**src/rtl/matrix_load_if.sv**
```systemverilog
// Parser and storage-bank signals seen by the matrix load controller.
// master = controller side, slave = parser/storage side.
interface matrix_load_if #(
    parameter int SLOT_W = 3
);
    logic              parser_start;
    logic              parser_busy;
    logic              parse_error;
    logic              data_valid;
    logic [2:0]        p_rows;
    logic [2:0]        p_cols;
    logic [99:0]       p_matrix;
    logic              st_we;
    logic [SLOT_W-1:0] st_addr;
    logic [2:0]        st_rows;
    logic [2:0]        st_cols;
    logic [99:0]       st_data;

    modport master (
        output parser_start, st_we, st_addr, st_rows, st_cols, st_data,
        input  parser_busy, parse_error, data_valid, p_rows, p_cols, p_matrix
    );

    modport slave (
        input  parser_start, st_we, st_addr, st_rows, st_cols, st_data,
        output parser_busy, parse_error, data_valid, p_rows, p_cols, p_matrix
    );
endinterface

```
**src/rtl/matrix_load_ctrl.sv**
```systemverilog
// Matrix load controller: runs the UART parser once per operand,
// writes results to storage, retries on error/timeout, checks dims.
module matrix_load_ctrl #(
    parameter int TIMEOUT_CYCLES = 1000000,
    parameter int MAX_RETRY      = 3,
    parameter int SLOT_W         = 3
) (
    input  logic              clk,
    input  logic              rst,
    input  logic              load_req,
    input  logic [1:0]        load_mode,
    input  logic [SLOT_W-1:0] slot_base,
    input  logic              abort,
    matrix_load_if.master     bus,
    output logic              ctrl_busy,
    output logic              load_done,
    output logic              load_fail,
    output logic [1:0]        fail_code,
    output logic [1:0]        retry_cnt
);
    typedef enum logic [2:0] {
        S_IDLE, S_START, S_WAIT, S_RELEASE, S_DONE, S_FAIL
    } state_t;

    localparam int                TW     = $clog2(TIMEOUT_CYCLES + 1);
    localparam logic [TW-1:0]     T_LAST = TW'(TIMEOUT_CYCLES - 1);
    localparam logic [1:0]        MAX_R  = 2'(MAX_RETRY);
    localparam logic [SLOT_W-1:0] ONE    = SLOT_W'(1);

    state_t            state_q, state_d;
    logic [1:0]        mode_q, mode_d;
    logic [SLOT_W-1:0] base_q, base_d;
    logic              idx_q, idx_d;
    logic [TW-1:0]     timer_q, timer_d;
    logic [2:0]        a_rows_q, a_rows_d;
    logic [2:0]        a_cols_q, a_cols_d;
    logic              rel_q, rel_d;
    logic              retry_q, retry_d;
    logic              parser_start_q, parser_start_d;
    logic              st_we_q, st_we_d;
    logic [SLOT_W-1:0] st_addr_q, st_addr_d;
    logic [2:0]        st_rows_q, st_rows_d;
    logic [2:0]        st_cols_q, st_cols_d;
    logic [99:0]       st_data_q, st_data_d;
    logic              load_done_q, load_done_d;
    logic              load_fail_q, load_fail_d;
    logic [1:0]        fail_code_q, fail_code_d;
    logic [1:0]        retry_cnt_q, retry_cnt_d;

    logic       go_fail;
    logic [1:0] fcode;
    logic       dims_ok;
    logic       timeout;

    assign dims_ok = (mode_q == 2'b01)
                   ? (bus.p_rows == a_rows_q && bus.p_cols == a_cols_q)
                   : (a_cols_q == bus.p_rows);
    assign timeout = (timer_q == T_LAST);

    always_comb begin
        state_d        = state_q;
        mode_d         = mode_q;
        base_d         = base_q;
        idx_d          = idx_q;
        timer_d        = timer_q;
        a_rows_d       = a_rows_q;
        a_cols_d       = a_cols_q;
        rel_d          = rel_q;
        retry_d        = retry_q;
        parser_start_d = parser_start_q;
        st_we_d        = 1'b0;
        st_addr_d      = st_addr_q;
        st_rows_d      = st_rows_q;
        st_cols_d      = st_cols_q;
        st_data_d      = st_data_q;
        load_done_d    = 1'b0;
        load_fail_d    = 1'b0;
        fail_code_d    = fail_code_q;
        retry_cnt_d    = retry_cnt_q;
        go_fail        = 1'b0;
        fcode          = 2'b00;

        unique case (state_q)
            S_IDLE: begin
                if (load_req) begin
                    fail_code_d = 2'b00;
                    retry_cnt_d = 2'b00;
                    if (load_mode == 2'b11) begin
                        go_fail = 1'b1;
                    end else begin
                        mode_d  = load_mode;
                        base_d  = slot_base;
                        idx_d   = 1'b0;
                        state_d = S_START;
                    end
                end
            end
            S_START: begin
                if (abort) begin
                    go_fail = 1'b1;
                end else begin
                    parser_start_d = 1'b1;
                    timer_d        = '0;
                    state_d        = S_WAIT;
                end
            end
            S_WAIT: begin
                timer_d = timeout ? timer_q : timer_q + 1'b1;
                if (abort) begin
                    go_fail = 1'b1;
                end else if (bus.data_valid) begin
                    if (idx_q && !dims_ok) begin
                        go_fail = 1'b1;
                        fcode   = 2'b11;
                    end else begin
                        st_we_d        = 1'b1;
                        st_addr_d      = idx_q ? base_q + ONE : base_q;
                        st_rows_d      = bus.p_rows;
                        st_cols_d      = bus.p_cols;
                        st_data_d      = bus.p_matrix;
                        a_rows_d       = idx_q ? a_rows_q : bus.p_rows;
                        a_cols_d       = idx_q ? a_cols_q : bus.p_cols;
                        retry_d        = 1'b0;
                        rel_d          = 1'b0;
                        parser_start_d = 1'b0;
                        state_d        = S_RELEASE;
                    end
                end else if (bus.parse_error || timeout) begin
                    if (retry_cnt_q < MAX_R) begin
                        retry_cnt_d    = retry_cnt_q + 1'b1;
                        retry_d        = 1'b1;
                        rel_d          = 1'b0;
                        parser_start_d = 1'b0;
                        state_d        = S_RELEASE;
                    end else begin
                        go_fail = 1'b1;
                        fcode   = bus.parse_error ? 2'b01 : 2'b10;
                    end
                end
            end
            S_RELEASE: begin
                parser_start_d = 1'b0;
                if (abort) begin
                    go_fail = 1'b1;
                end else if (!rel_q) begin
                    rel_d = 1'b1;
                end else if (!bus.parser_busy) begin
                    if (retry_q) begin
                        retry_d = 1'b0;
                        state_d = S_START;
                    end else if (!idx_q && mode_q != 2'b00) begin
                        idx_d       = 1'b1;
                        retry_cnt_d = 2'b00;
                        state_d     = S_START;
                    end else begin
                        load_done_d = 1'b1;
                        state_d     = S_DONE;
                    end
                end
            end
            S_DONE: state_d = S_IDLE;
            S_FAIL: begin
                parser_start_d = 1'b0;
                state_d        = S_IDLE;
            end
            default: state_d = S_IDLE;
        endcase

        // Every failure path lands here so the pulse and code stay aligned.
        if (go_fail) begin
            state_d        = S_FAIL;
            fail_code_d    = fcode;
            load_fail_d    = 1'b1;
            parser_start_d = 1'b0;
        end
    end

    always_ff @(posedge clk or posedge rst) begin
        if (rst) begin
            state_q        <= S_IDLE;
            mode_q         <= 2'b00;
            base_q         <= '0;
            idx_q          <= 1'b0;
            timer_q        <= '0;
            a_rows_q       <= 3'd0;
            a_cols_q       <= 3'd0;
            rel_q          <= 1'b0;
            retry_q        <= 1'b0;
            parser_start_q <= 1'b0;
            st_we_q        <= 1'b0;
            st_addr_q      <= '0;
            st_rows_q      <= 3'd0;
            st_cols_q      <= 3'd0;
            st_data_q      <= '0;
            load_done_q    <= 1'b0;
            load_fail_q    <= 1'b0;
            fail_code_q    <= 2'b00;
            retry_cnt_q    <= 2'b00;
        end else begin
            state_q        <= state_d;
            mode_q         <= mode_d;
            base_q         <= base_d;
            idx_q          <= idx_d;
            timer_q        <= timer_d;
            a_rows_q       <= a_rows_d;
            a_cols_q       <= a_cols_d;
            rel_q          <= rel_d;
            retry_q        <= retry_d;
            parser_start_q <= parser_start_d;
            st_we_q        <= st_we_d;
            st_addr_q      <= st_addr_d;
            st_rows_q      <= st_rows_d;
            st_cols_q      <= st_cols_d;
            st_data_q      <= st_data_d;
            load_done_q    <= load_done_d;
            load_fail_q    <= load_fail_d;
            fail_code_q    <= fail_code_d;
            retry_cnt_q    <= retry_cnt_d;
        end
    end

    assign bus.parser_start = parser_start_q;
    assign bus.st_we        = st_we_q;
    assign bus.st_addr      = st_addr_q;
    assign bus.st_rows      = st_rows_q;
    assign bus.st_cols      = st_cols_q;
    assign bus.st_data      = st_data_q;
    assign ctrl_busy        = (state_q != S_IDLE);
    assign load_done        = load_done_q;
    assign load_fail        = load_fail_q;
    assign fail_code        = fail_code_q;
    assign retry_cnt        = retry_cnt_q;
endmodule

```
**src/flat_wrapper.sv**
```systemverilog
// flat-port wrapper written by rule: the top's interface ports become plain ports
module matrix_load_ctrl_flat 
#(
    parameter int TIMEOUT_CYCLES = 1000000,
    parameter int MAX_RETRY      = 3,
    parameter int SLOT_W         = 3
)
  (clk, rst, load_req, load_mode, slot_base, abort, ctrl_busy, load_done, load_fail, fail_code, retry_cnt, bus_parser_start, bus_st_we, bus_st_addr, bus_st_rows, bus_st_cols, bus_st_data, bus_parser_busy, bus_parse_error, bus_data_valid, bus_p_rows, bus_p_cols, bus_p_matrix);
  matrix_load_if #(.SLOT_W(SLOT_W)) bus_i ();
  input  logic clk;
  input  logic rst;
  input  logic load_req;
  input  logic [1:0] load_mode;
  input  logic [SLOT_W-1:0] slot_base;
  input  logic abort;
  output logic ctrl_busy;
  output logic load_done;
  output logic load_fail;
  output logic [1:0] fail_code;
  output logic [1:0] retry_cnt;
  output wire logic [$bits(bus_i.parser_start)-1:0] bus_parser_start;
  output wire logic [$bits(bus_i.st_we)-1:0] bus_st_we;
  output wire logic [$bits(bus_i.st_addr)-1:0] bus_st_addr;
  output wire logic [$bits(bus_i.st_rows)-1:0] bus_st_rows;
  output wire logic [$bits(bus_i.st_cols)-1:0] bus_st_cols;
  output wire logic [$bits(bus_i.st_data)-1:0] bus_st_data;
  input wire logic [$bits(bus_i.parser_busy)-1:0] bus_parser_busy;
  input wire logic [$bits(bus_i.parse_error)-1:0] bus_parse_error;
  input wire logic [$bits(bus_i.data_valid)-1:0] bus_data_valid;
  input wire logic [$bits(bus_i.p_rows)-1:0] bus_p_rows;
  input wire logic [$bits(bus_i.p_cols)-1:0] bus_p_cols;
  input wire logic [$bits(bus_i.p_matrix)-1:0] bus_p_matrix;
  assign bus_parser_start = bus_i.parser_start;
  assign bus_st_we = bus_i.st_we;
  assign bus_st_addr = bus_i.st_addr;
  assign bus_st_rows = bus_i.st_rows;
  assign bus_st_cols = bus_i.st_cols;
  assign bus_st_data = bus_i.st_data;
  assign bus_i.parser_busy = bus_parser_busy;
  assign bus_i.parse_error = bus_parse_error;
  assign bus_i.data_valid = bus_data_valid;
  assign bus_i.p_rows = bus_p_rows;
  assign bus_i.p_cols = bus_p_cols;
  assign bus_i.p_matrix = bus_p_matrix;
  matrix_load_ctrl #(.TIMEOUT_CYCLES(TIMEOUT_CYCLES), .MAX_RETRY(MAX_RETRY), .SLOT_W(SLOT_W)) u_core (.clk(clk), .rst(rst), .load_req(load_req), .load_mode(load_mode), .slot_base(slot_base), .abort(abort), .bus(bus_i), .ctrl_busy(ctrl_busy), .load_done(load_done), .load_fail(load_fail), .fail_code(fail_code), .retry_cnt(retry_cnt));
endmodule
```
**config.mk**
```make
export PLATFORM = sky130hd
export DESIGN_NAME = matrix_load_ctrl_flat
export DESIGN_NICKNAME = d
export VERILOG_FILES = /design/src/rtl/matrix_load_if.sv /design/src/rtl/matrix_load_ctrl.sv /design/src/flat_wrapper.sv
export SDC_FILE = /design/constraint.sdc
export NUM_CORES = 1
export LEC_CHECK = 0
export ABC_AREA = 1
export ABC_CLOCK_PERIOD_IN_PS = 4500
export BUFFER_PORTS_ARGS = -buffer_cell sky130_fd_sc_hd__buf_2
export CAP_MARGIN = 5
export CORE_ASPECT_RATIO = 1.4
export CORE_MARGIN = 5
export CORE_UTILIZATION = 46
export DETAILED_ROUTE_END_ITERATION = 8
export PLACE_DENSITY = 0.78
export SKIP_CTS_REPAIR_TIMING = 1
export SYNTH_ARGS = -nofsm -noshare
export SYNTH_HDL_FRONTEND = slang
export SYNTH_SLANG_ARGS = --single-unit
```
**constraint.sdc**
```tcl
create_clock -name clk -period 4.5 [get_ports clk]
set_input_delay 0.45 -clock clk [delete_from_list [all_inputs] [get_ports clk]]
set_output_delay 0.45 -clock clk [all_outputs]
set_load 0.03 [all_outputs]
```
==> flow_results.xml <==
<?xml version="1.0" encoding="UTF-8"?>
<metrics>
  <group name="logic_synthesis">
    <metric name="mappedNetlistArea" unit="mm^2">0.006939</metric>
    <metric name="syn_nets" unit="">953</metric>
    <metric name="syn-mean-instance-area" unit="um^2">8.340</metric>
    <metric name="postSynthCellCount" unit="">832</metric>
    <metric name="synth_sequential_area_ratio" unit="">0.5554</metric>
    <metric name="yosysUniqueCellTypes" unit="">35</metric>
    <metric name="yosysWarnings" unit="">0</metric>
    <metric name="yosys_register_bits" unit="">154</metric>
  </group>
  <group name="clocking">
    <metric name="cts.root.buffer_cell" unit="">sky130_fd_sc_hd__clkbuf_16</metric>
    <metric name="cts-buffers-inserted" unit="">17</metric>
    <metric name="cts.sink_count" unit="">154</metric>
    <metric name="clk-insertion-delay-late" unit="ns">0.42</metric>
    <metric name="path_clk_slew" unit="ns">0.07</metric>
    <metric name="cts-htree-levels" unit="">4</metric>
    <metric name="clock_tree_from_tritoncts" unit="">done</metric>
    <metric name="clock_tree.buffer_depth" unit="">2</metric>
  </group>
  <group name="critical_path">
    <metric name="count_of_cells_along_the_worst_register_to_register_path" unit="">8</metric>
    <metric name="crit_family" unit="">simple AND/OR/NAND/NOR gates</metric>
    <metric name="sequence_of_cells_on_the_critical_path" unit="">nor2_2 -&gt; nand2_4 -&gt; nor2_2 -&gt; nand3_4 -&gt; inv_2 -&gt; buf_4 -&gt; nand2_1 -&gt; nand2_1</metric>
    <metric name="worst_ep_arrival_time" unit="ns">2.83</metric>
    <metric name="critical-path-max-stage-delay" unit="ns">0.74</metric>
    <metric name="critical_path.n_buffers_inverters" unit="">2</metric>
    <metric name="worst-path-max-fanout" unit="">101</metric>
    <metric name="slowest_stage" unit="">sky130_fd_sc_hd__buf_4</metric>
    <metric name="timing.critical_path.to_type" unit="">flip-flop</metric>
    <metric name="crit_required" unit="ns">4.85</metric>
    <metric name="timing.setup.critical_path_class" unit="">flip-flop to flip-flop</metric>
    <metric name="cp.depth" unit="">8</metric>
    <metric name="timing.critical_path.from_type" unit="">flip-flop</metric>
  </group>
  <group name="power_and_ir_drop">
    <metric name="power.switching" unit="W">0.002481</metric>
    <metric name="share_seq_of_total_power" unit="">0.364</metric>
    <metric name="clockPowerShare" unit="">0.245</metric>
    <metric name="finalPower" unit="W">0.005728</metric>
    <metric name="cellLeakagePower" unit="nW">4.940</metric>
    <metric name="power.switching_fraction" unit="">0.4332</metric>
    <metric name="comb_power_share" unit="">0.391</metric>
    <metric name="vdd_drop_max" unit="uV">322.6</metric>
    <metric name="p_per_cell_area" unit="mW/mm^2">652.1</metric>
    <metric name="internal" unit="W">0.003246</metric>
  </group>
  <group name="timing">
    <metric name="final.setup.worst_slack" unit="ns">2.015</metric>
    <metric name="clock_skew" unit="ns">0.01152</metric>
    <metric name="timing_worst_slew_pin_value" unit="ns">1.042</metric>
    <metric name="max_slew_violation_count" unit="">0</metric>
    <metric name="hold_slack" unit="ns">0.2249</metric>
    <metric name="fmax" unit="GHz">0.4024</metric>
    <metric name="setup_viol" unit="">0</metric>
    <metric name="unrepaired_setup_endpoints_after_global_routing" unit="">no</metric>
    <metric name="finalCriticalPeriod" unit="ns">2.485</metric>
    <metric name="timing.final.hold_violations" unit="">0</metric>
    <metric name="slew-limit-headroom" unit="">0.3056</metric>
    <metric name="finalCritPeriodShare" unit="">0.5522</metric>
    <metric name="aggregate_negative_setup_slack" unit="ns">0</metric>
  </group>
  <group name="place">
    <metric name="placed_cell_area" unit="mm^2">0.008195</metric>
    <metric name="gp_congestion" unit="">0.9265</metric>
    <metric name="port_buffers" unit="">235</metric>
    <metric name="hpwlAfterDp" unit="mm">13.92</metric>
    <metric name="pre_cts_ws" unit="ns">2.035</metric>
  </group>
  <group name="floorplan">
    <metric name="num_io_pins" unit="">236</metric>
    <metric name="fp.dieArea" unit="mm^2">0.01768</metric>
    <metric name="coreArea" unit="mm^2">0.01492</metric>
    <metric name="overall_die_height" unit="um">155.3</metric>
    <metric name="start_util" unit="">0.4651</metric>
    <metric name="fp.dieW" unit="um">113.8</metric>
    <metric name="num_rows" unit="">53</metric>
  </group>
  <group name="layout">
    <metric name="syn2layout_area_growth" unit="%">26.58</metric>
    <metric name="leading_cell_type_in_the_layout_fill_and_taps_excluded" unit="">sky130_fd_sc_hd__nand2_1</metric>
    <metric name="num-fill-cells" unit="">1340</metric>
    <metric name="mostFrequentLayoutCells" unit="">sky130_fd_sc_hd__nand2_1 (409), sky130_fd_sc_hd__buf_2 (235), sky130_fd_sc_hd__dfrtp_1 (154), sky130_fd_sc_hd__inv_1 (38), sky130_fd_sc_hd__nor2_1 (37)</metric>
    <metric name="post_route_cells_drive_above_1_share" unit="">0.2894</metric>
    <metric name="largest_reg_flops" unit="">100</metric>
    <metric name="final_net_count" unit="">1179</metric>
    <metric name="fin_area" unit="mm^2">0.008783</metric>
  </group>
  <group name="global_route">
    <metric name="antenna_found_initial" unit="">1</metric>
    <metric name="global_route.usage.total" unit="">0.2145</metric>
    <metric name="largest_net_degree_at_the_start_of_global_routing" unit="">155</metric>
    <metric name="global_route.overflow_total" unit="">0</metric>
    <metric name="grt_pass1_wl" unit="mm">30.19</metric>
    <metric name="first_global_vias" unit="">6043</metric>
  </group>
  <group name="detailed_routing">
    <metric name="post-route-drc-count" unit="">0</metric>
    <metric name="drt-initial-drc-count" unit="">455</metric>
    <metric name="number_of_nets_with_antenna_violations_after_routing" unit="">0</metric>
    <metric name="detail_route.wirelength" unit="mm">19.00</metric>
    <metric name="drt-pass1-iter-count" unit="">6</metric>
    <metric name="wire_per_inst" unit="um">15.03</metric>
    <metric name="routed-via-count" unit="">6131</metric>
    <metric name="via_per_inst" unit="">4.850</metric>
  </group>
  <group name="hold_path">
    <metric name="hold_path.class" unit="">input pin to asynchronous set/reset pin</metric>
  </group>
  <group name="run">
    <metric name="drv.max_cap_violation_count" unit="">0</metric>
  </group>
  <group name="run_status">
    <metric name="status" unit="">finished, final reports clean</metric>
  </group>
</metrics>
## worst paths after layout
path / startpoint / end / slack, ns
worst max-delay path: u_core.state_q[0] / u_core.bus.st_data[68] / 2.02
worst min-delay path: rst / u_core.bus.st_data[5] / 0.22
worst max register to register: u_core.state_q[0] / u_core.bus.st_data[68] / 2.02
worst min register to register: u_core.bus.st_data[62] / u_core.bus.st_data[62] / 0.47
max in group asynchronous: rst / u_core.timer_q[15] / 3.58
min in group clk: bus_p_matrix[84] / u_core.bus.st_data[84] / 0.23
## layer usage
layer | global-route usage | up-vias | wire (um)
met2 | 0.3816 | 194 | 9908
li1 | - | 3059 | -
met5 | 0 | - | 0
met3 | 0.04553 | 39 | 1210
met4 | 0.08602 | 0 | 582
met1 | 0.2504 | 2839 | 7301
## through the flow
stage / instances / util
final: 1264 / 0.5887
after global routing: 1264 / 0.5887
after CTS: 1263 / 0.5885
after detailed placement: 1231 / 0.5493
after global placement: 1231 / 0.5493
after floorplan: 832 / -
## cell type report
cell class / count / area [um^2] / share of cell area
Tap cell: 192 / 240.2 / 0.02735
Timing Repair Buffer: 238 / 1211 / 0.1379
Clock buffer: 18 / 429.2 / 0.04886
Sequential cell: 154 / 3854 / 0.4387
Multi-Input combinational cell: 600 / 2710 / 0.3085
Clock inverter: 14 / 156.4 / 0.01781
Inverter: 47 / 180.2 / 0.02051
Antenna cell: 1 / 2.502 / 0.0002849
## worst min-delay path, delay by kind of cell
kind	cells	cell delay, ns
buf+inv	3	0.70
## power groups by stage
| stage | combinational (W) | sequential (W) | clock, W |
|---|---|---|---|
| finish | 0.00224 | 0.00209 | 0.00140 |
| floorplan | 0.000850 | 0.00282 | 0 |
| CTS | 0.00227 | 0.00208 | 0.00143 |
| detailed placement | 0.00226 | 0.00210 | 0 |
| global placement | 0.00222 | 0.00209 | 0 |
| global route | 0.00245 | 0.00214 | 0.00149 |
## cell families after synthesis
group,after synthesis,synth area share
adders and majority gates,3,0.005410
AOI/OAI and AO/OA,57,0.04598
xor gates and xnor gates,17,0.02146
buffers and inverters,78,0.05590
and+or+nand+nor,523,0.3159
DFF,154,0.5554
## Yosys cell counts
master,n,share of area
sky130_fd_sc_hd__a21oi_1,4,0.0029
sky130_fd_sc_hd__ha_1,3,0.0054
sky130_fd_sc_hd__xor2_1,11,0.014
sky130_fd_sc_hd__nor2_2,5,0.0045
sky130_fd_sc_hd__a21oi_2,1,0.0013
sky130_fd_sc_hd__nand3_1,26,0.019
sky130_fd_sc_hd__buf_4,11,0.012
sky130_fd_sc_hd__buf_2,13,0.0094
sky130_fd_sc_hd__dfrtp_1,154,0.56
sky130_fd_sc_hd__o21ai_1,11,0.0079
sky130_fd_sc_hd__a22oi_1,1,0.0011
sky130_fd_sc_hd__xnor2_1,6,0.0076
sky130_fd_sc_hd__nand4_1,12,0.011
sky130_fd_sc_hd__o41ai_1,1,0.0013
sky130_fd_sc_hd__nor2_1,37,0.020
sky130_fd_sc_hd__buf_6,5,0.0081
sky130_fd_sc_hd__nor3_2,4,0.0058
sky130_fd_sc_hd__nand2_2,6,0.0054
sky130_fd_sc_hd__o21ai_0,29,0.021
sky130_fd_sc_hd__nand4_2,2,0.0036
sky130_fd_sc_hd__o21ai_2,1,0.0013
sky130_fd_sc_hd__o31ai_1,3,0.0032
sky130_fd_sc_hd__inv_1,40,0.022
sky130_fd_sc_hd__clkbuf_1,2,0.0011
sky130_fd_sc_hd__a31oi_1,1,0.00090
sky130_fd_sc_hd__or2_2,2,0.0018
sky130_fd_sc_hd__o32ai_1,1,0.0013
sky130_fd_sc_hd__inv_2,7,0.0038
sky130_fd_sc_hd__nor2_4,3,0.0049
sky130_fd_sc_hd__nand2_4,6,0.0097
sky130_fd_sc_hd__o22ai_1,3,0.0027
sky130_fd_sc_hd__a31o_2,1,0.0013
sky130_fd_sc_hd__nor3_1,7,0.0050
sky130_fd_sc_hd__nand2_1,409,0.22
sky130_fd_sc_hd__nand3b_1,4,0.0043
(Power assumes the default switching activity.)
